--- src/rtl/door_motor_sensor.sv ---
// rtl/door_motor_sensor.sv - garage door plant: motor commands in, limit switches and position out
module door_motor_sensor #(
    parameter int POS_W    = 8,
    parameter int TRAVEL   = 100,
    parameter int STEP_DIV = 4,
    parameter int OVR_LIM  = 8,
    parameter int INIT_POS = 0
) (
    input  logic             CLK,
    input  logic             RST,
    input  logic             UP_M,
    input  logic             DN_M,
    input  logic             Obstruct,
    input  logic             Fault_Clr,
    output logic             UP_Max,
    output logic             DN_Max,
    output logic             Moving,
    output logic             Fault,
    output logic [1:0]       Fault_Code,
    output logic [POS_W-1:0] Pos
);

    localparam int PW = $clog2(STEP_DIV);
    localparam int OW = $clog2(OVR_LIM + 1);

    localparam logic [PW-1:0]    PRESC_TERM = PW'(STEP_DIV - 1);
    localparam logic [OW-1:0]    OVR_TERM   = OW'(OVR_LIM);
    localparam logic [POS_W-1:0] POS_TOP    = POS_W'(TRAVEL);
    localparam logic [POS_W-1:0] POS_INIT   = POS_W'(INIT_POS);

    localparam logic [1:0] CODE_NONE     = 2'b00;
    localparam logic [1:0] CODE_CONFLICT = 2'b01;
    localparam logic [1:0] CODE_OVERRUN  = 2'b10;

    typedef enum logic [1:0] {
        ST_STOP,
        ST_RISE,
        ST_FALL,
        ST_FAULT
    } state_t;

    state_t           r_state;
    state_t           w_state_nx;
    logic [POS_W-1:0] r_pos;
    logic [POS_W-1:0] w_pos_nx;
    logic [PW-1:0]    r_presc;
    logic [PW-1:0]    w_presc_nx;
    logic [OW-1:0]    r_ovr;
    logic [OW-1:0]    w_ovr_nx;
    logic [1:0]       r_code;
    logic [1:0]       w_code_nx;

    // State, position and counter registers; reset reloads the initial position at once
    always_ff @(posedge CLK or negedge RST) begin
        if (!RST) begin
            r_state <= ST_STOP;
            r_pos   <= POS_INIT;
            r_presc <= '0;
            r_ovr   <= '0;
            r_code  <= CODE_NONE;
        end else begin
            r_state <= w_state_nx;
            r_pos   <= w_pos_nx;
            r_presc <= w_presc_nx;
            r_ovr   <= w_ovr_nx;
            r_code  <= w_code_nx;
        end
    end

    // Next-state logic; counters default to zero so every entry to motion starts a fresh step
    always_comb begin
        w_state_nx = r_state;
        w_pos_nx   = r_pos;
        w_presc_nx = '0;
        w_ovr_nx   = '0;
        w_code_nx  = r_code;
        case (r_state)
            ST_STOP: begin
                if (UP_M && DN_M) begin
                    w_state_nx = ST_FAULT;
                    w_code_nx  = CODE_CONFLICT;
                end else if (UP_M && !Obstruct) begin
                    w_state_nx = ST_RISE;
                end else if (DN_M && !Obstruct) begin
                    w_state_nx = ST_FALL;
                end
            end
            ST_RISE: begin
                if (UP_M && DN_M) begin
                    w_state_nx = ST_FAULT;
                    w_code_nx  = CODE_CONFLICT;
                end else if (!UP_M || Obstruct) begin
                    w_state_nx = ST_STOP;
                end else if (r_pos < POS_TOP) begin
                    if (r_presc == PRESC_TERM) begin
                        w_pos_nx = r_pos + POS_W'(1);
                    end else begin
                        w_presc_nx = r_presc + PW'(1);
                    end
                end else if (r_ovr + OW'(1) == OVR_TERM) begin
                    w_state_nx = ST_FAULT;
                    w_code_nx  = CODE_OVERRUN;
                end else begin
                    w_ovr_nx = r_ovr + OW'(1);
                end
            end
            ST_FALL: begin
                if (UP_M && DN_M) begin
                    w_state_nx = ST_FAULT;
                    w_code_nx  = CODE_CONFLICT;
                end else if (!DN_M || Obstruct) begin
                    w_state_nx = ST_STOP;
                end else if (r_pos != '0) begin
                    if (r_presc == PRESC_TERM) begin
                        w_pos_nx = r_pos - POS_W'(1);
                    end else begin
                        w_presc_nx = r_presc + PW'(1);
                    end
                end else if (r_ovr + OW'(1) == OVR_TERM) begin
                    w_state_nx = ST_FAULT;
                    w_code_nx  = CODE_OVERRUN;
                end else begin
                    w_ovr_nx = r_ovr + OW'(1);
                end
            end
            ST_FAULT: begin
                if (Fault_Clr && !UP_M && !DN_M) begin
                    w_state_nx = ST_STOP;
                    w_code_nx  = CODE_NONE;
                end
            end
            default: begin
                w_state_nx = ST_STOP;
            end
        endcase
    end

    assign UP_Max     = (r_pos == POS_TOP);
    assign DN_Max     = (r_pos == '0);
    assign Moving     = (r_state == ST_RISE) || (r_state == ST_FALL);
    assign Fault      = (r_state == ST_FAULT);
    assign Fault_Code = r_code;
    assign Pos        = r_pos;

endmodule

--- config.mk ---
export PLATFORM = sky130hd
export DESIGN_NAME = door_motor_sensor
export DESIGN_NICKNAME = d
export VERILOG_FILES = /design/src/rtl/door_motor_sensor.sv
export SDC_FILE = /design/constraint.sdc
export NUM_CORES = 1
export LEC_CHECK = 0
export BUFFER_PORTS_ARGS = -buffer_cell sky130_fd_sc_hd__buf_2
export CAP_MARGIN = 15
export CORE_MARGIN = 5
export CORE_UTILIZATION = 30
export DETAILED_ROUTE_END_ITERATION = 16
export GPL_ROUTABILITY_DRIVEN = 0
export HOLD_SLACK_MARGIN = 0.02
export SETUP_SLACK_MARGIN = 0.5
export SLEW_MARGIN = 20
export SYNTH_ARGS = -nofsm -noshare
export SYNTH_HDL_FRONTEND = slang
export SYNTH_SLANG_ARGS = --single-unit
--- constraint.sdc ---
create_clock -name CLK -period 6.45 [get_ports CLK]
set_clock_uncertainty 0.05 [all_clocks]
set_input_delay 1.29 -clock CLK [delete_from_list [all_inputs] [get_ports CLK]]
set_output_delay 1.29 -clock CLK [all_outputs]
set_load 0.03 [all_outputs]
== Yosys cells after proc, flatten, opt, wreduce, memory -nomap -nowiden ==
Index checks and enable logic that the tools add are counted.
Cells by class
  $add $sub $neg: 4
  multiply operators: 0
  divide/modulo/power cells: 0
  magnitude comparators: 1
  eq/ne operators: 23
  shift operators: 0
  muxes and demuxes: 46
  bitwise operators: 0
  reduce and logical (&&, ||, !) cells: 18
Operators by type and width (count)
  2-to-1 mux 8 bit: 8
  2-to-1 mux 2 bit: 26
  2-to-1 mux 4 bit: 7
  inequality test 2 bit, second input constant: 9
  one-hot mux 2 bit (4 select lines): 2
  one-hot mux 8 bit (2 select lines): 1
  inequality test 3 bit, second input constant: 4
  inequality test 4 bit, second input constant: 3
  AND reduction 9 bit: 1
  adder 8 x 1 -> 8 bit, second input constant: 1
  equality test 8 x 7 -> 1 bit, second input constant: 1
  logical NOT 8 bit: 1
  < comparator 8 x 7 -> 1 bit, second input constant: 1
  one-hot mux 4 bit (2 select lines): 1
  nonzero test 8 bit: 1
  subtractor 8 x 1 -> 8 bit, second input constant: 1
  equality test 2 bit, second input constant: 3
  AND reduction 6 bit: 1
  logical AND 1 bit: 5
  adder 4 x 1 -> 4 bit, second input constant: 1
  equality test 4 bit, second input constant: 1
  one-hot mux 2 bit (2 select lines): 1
  AND reduction 4 bit: 1
  logical NOT 1 bit: 3
  other kinds (6): 8
Word-level totals
  flip-flop bits (word level): 18
  bits in latches: 0
  memory bits (writable): 0
  memory bits (read-only): 0
  input port bits: 6
  output and inout port bits: 14
  word-level logic and storage cells: 97
  memories: 0

== Depth between registers and ports, before layout ==
  depth in word-level cells: 7
  depth in mapped cells: 10
  mapped depth without buffers: 10

== Worst setup path before layout ==
OpenSTA, ideal clock, no wires.
  kind: register to output
  start: reg r_pos[0], in the netlist Pos[0]
  end: out UP_Max
  arrival time: 1.835 ns
  data required time: 5.110 ns
  slack: 3.275 ns
  stages on the path, launching flop included: 3
  buffers on the path: 0
  cells stage by stage: dfrtp_1 -> or4_1 -> nor3_1
Between the ends
  longest elaborated chain between the ends: 1
RTL lines
  start, declared: RTL line 44  | logic [POS_W-1:0] r_pos;
  start signal, assigned: RTL line 63  | r_pos <= w_pos_nx;
  equality test 8 x 7 -> 1 bit: RTL line 138  | assign UP_Max = (r_pos == POS_TOP);
  end, declared: RTL line 15  | output logic UP_Max,
No other way between the ends.

== Worst setup path after layout ==
  start: reg r_pos[0], in the netlist Pos[0]
  end: out DN_Max
Between the ends
  longest elaborated chain between the ends: 1
RTL lines
  logical NOT 8 bit: RTL line 139  | assign DN_Max = (r_pos == '0);
  end, declared: RTL line 16  | output logic DN_Max,
No other way between the ends.

==> out/qor.txt <==
Die width: 77.6 microns
Worst Tran Pin Value: 0.627 ns
CP startpoint kind: flip-flop
Initial antenna violation count: 0
Internal: 0.264 mW
CP max FO: 6
Initial Util: 0.312
Flop pwr share: 0.286
Pleak: 0.761 nW
Top delay family on crit path: simple AND/OR/NAND/NOR gates
Final hold viol count: 0
# resized after CTS: 0
Most frequent cells in the layout: buf_2 (19), dfrtp_1 (18), nand2_1 (14)
Outcome: finished clean
Syn Std Cell Area: 1370 sq um
Clock latency on the worst-skew pair: 0.25 ns
Port buffer count: 19
I/O pins: 20
Clk sink count: 18
Max-cap check violation count: 0
# diodes: 0
Post-synthesis register bit count: 18
Drt drc: 0
Filler cell count: 450
Switching power: 0.200 mW
Synthesized Nets: 167
Worst EP arrival: 1.82 ns
Vias per cell: 5.34
Final worst path period share: 0.490
Routed wire length: 3000 microns
Final setup viols: 0
Largest net degree at the start of global routing: 19
Final Non-Filler Cells: 220
Hold Crit Class: reg2reg
Hold Slack: 0.391 ns
Combinational share of power: 0.553
Gr usage total: 0.103
Syn avg cell area: 9.26 sq um
Pwr dens: 296 nW/um^2
Number of flops mapped to enable cells by yosys: 0
Max VDD drop: 0.0000873 V
Area growth, synth to finish: 14.2%
Layout Nets: 189
Slowest library cell on the worst path: or4_1
Unrepaired setup endpoints after global routing: false
Cts hold-fix bufs: 0
Slew headroom: 0.582
Total vias in the final route: 1174
DRT iter0 DRCs: 37
Rows: 24
CP Buf/Inv Count: 1
Post-CTS setup buffers: 0
Post-route ant nets: 0
CP cell instances: or4_1 > nor3_4 > buf_2
Ys async rst share: 1.00
Commonest non-fill, non-tap cell in the layout: buf_2
CTS tree: built
Share of layout cells above drive strength 1: 0.190
Vias in the first global route: 1145
Cell count after synthesis: 148
First-pass detailed-route iteration total: 4
Setup CP Type: reg2out
H-Tree Depth: 1
First-pass GRT wire length: 5230 microns
Fmax: 316 MHz
Dpl hpwl: 2310 microns
Gr ovfl total: 0
YS warnings: 0
Clock root cell: clkbuf_8
CP peak stage delay: 0.60 ns
Die Y: 77.6 microns
Core ar.: 4380 sq um
Clk pwr share: 0.161
Unique masters post-synth: 47
Critical path required time: 5.11 ns
Ys flop type: dfrtp_1
Clock Path Buffers: 2
Critical Path End Type: primary output
Routed wire per std cell: 13.6 microns
Final min period: 3.16 ns
Clk slew on worst S/H paths: 0.06 ns
CTS buffer count: 3
Placed cells: 217
Setup TNS: 0 ns
Final slew viol count: 0
Post-synthesis sequential area ratio: 0.329
Net Sw Frac: 0.431
Die area: 6020 sq um
-- power by group through the flow --
stage	clock, mW	sequential [mW]	combinational [mW]
2_1_floorplan	0	0.139	0.194
3_3_place_gp	0	0.135	0.261
3_5_place_dp	0	0.135	0.258
4_1_cts	0.0789	0.133	0.258
5_1_grt	0.0827	0.135	0.289
6_report	0.0748	0.133	0.256
-- cells by family (layout without fill, tap and decap cells) --
logic type	Yosys count	after routing	share of synthesized area
multiplexers	4	4	0.0320
XOR/XNOR	7	7	0.0447
buffers and inverters	16	36	0.0438
adder cells (fa/ha/maj)	13	13	0.124
flip-flops	18	18	0.329
AO/OA/AOI/OAI	40	40	0.232
AND/OR/NAND/NOR	50	50	0.195
-- state kept, by name, summed over array words and instances (netlist names) --
signal,flops
r_presc,2
Fault_Code,2
r_ovr,4
Pos,8
r_state,2
-- stage by stage --
stage / worst slack [ns] / instance area (sq um) / total power, mW / util
after global placement: 3.50 / 1520 / 0.396 / 0.347
after global routing: 3.20 / 1560 / 0.506 / 0.357
final: 3.29 / 1560 / 0.464 / 0.357
after floorplan: 3.27 / 1370 / 0.334 / -
after CTS: 3.27 / 1560 / 0.470 / 0.357
after detailed placement: 3.47 / 1520 / 0.392 / 0.347
-- synthesized netlist by cell type (2+ instances only) --
cell type	n	area, sq um
o2bb2ai_1	2	17.5
xor2_1	2	17.5
a21boi_0	3	22.5
clkbuf_1	2	7.51
a21oi_1	7	35.0
nor3b_1	2	15.0
xnor2_1	5	43.8
o31ai_1	3	22.5
nand2_1	14	52.6
a31oi_1	4	25.0
ha_1	12	150
or3_1	4	25.0
o22a_1	2	17.5
inv_1	13	48.8
nand3_1	3	15.0
o21ai_0	5	25.0
nand2b_1	2	12.5
nor3_1	3	15.0
and3_1	2	12.5
dfrtp_1	18	450
nor2b_1	4	25.0
nor2_1	10	37.5
mux2_2	2	22.5
-- final timing paths --
| path | slack [ns] | end | from | cells after the start |
|---|---|---|---|---|
| worst max-delay path | 3.29 | DN_Max | Pos[0] | 3 |
| worst min-delay path | 0.39 | r_presc[0] | r_presc[0] | 1 |
| worst max register to register | 3.58 | Pos[6] | r_state[0] | 10 |
| worst min register to register | 0.39 | r_presc[0] | r_presc[0] | 1 |
| max in group asynchronous | 5.13 | r_presc[0] | RST | 1 |
| min in group asynchronous | 0.92 | Pos[0] | RST | 1 |
-- routing by layer --
layer	vias up	global-route usage	wire length (microns)
met5	-	0	0
met4	0	0.0430	0
met3	0	0.0150	81
met2	27	0.171	1550
met1	570	0.133	1370
li1	577	-	-
-- layout make-up --
type / count / area [sq um] / area share
Timing Repair Buffer: 19 / 95.1 / 0.0608
Sequential cell: 18 / 450 / 0.288
Clock buffer: 3 / 41.3 / 0.0264
Multi-Input combinational cell: 114 / 860 / 0.550
Tap cell: 52 / 65.1 / 0.0416
Inverter: 14 / 52.6 / 0.0336
(Power assumes the default switching activity.)
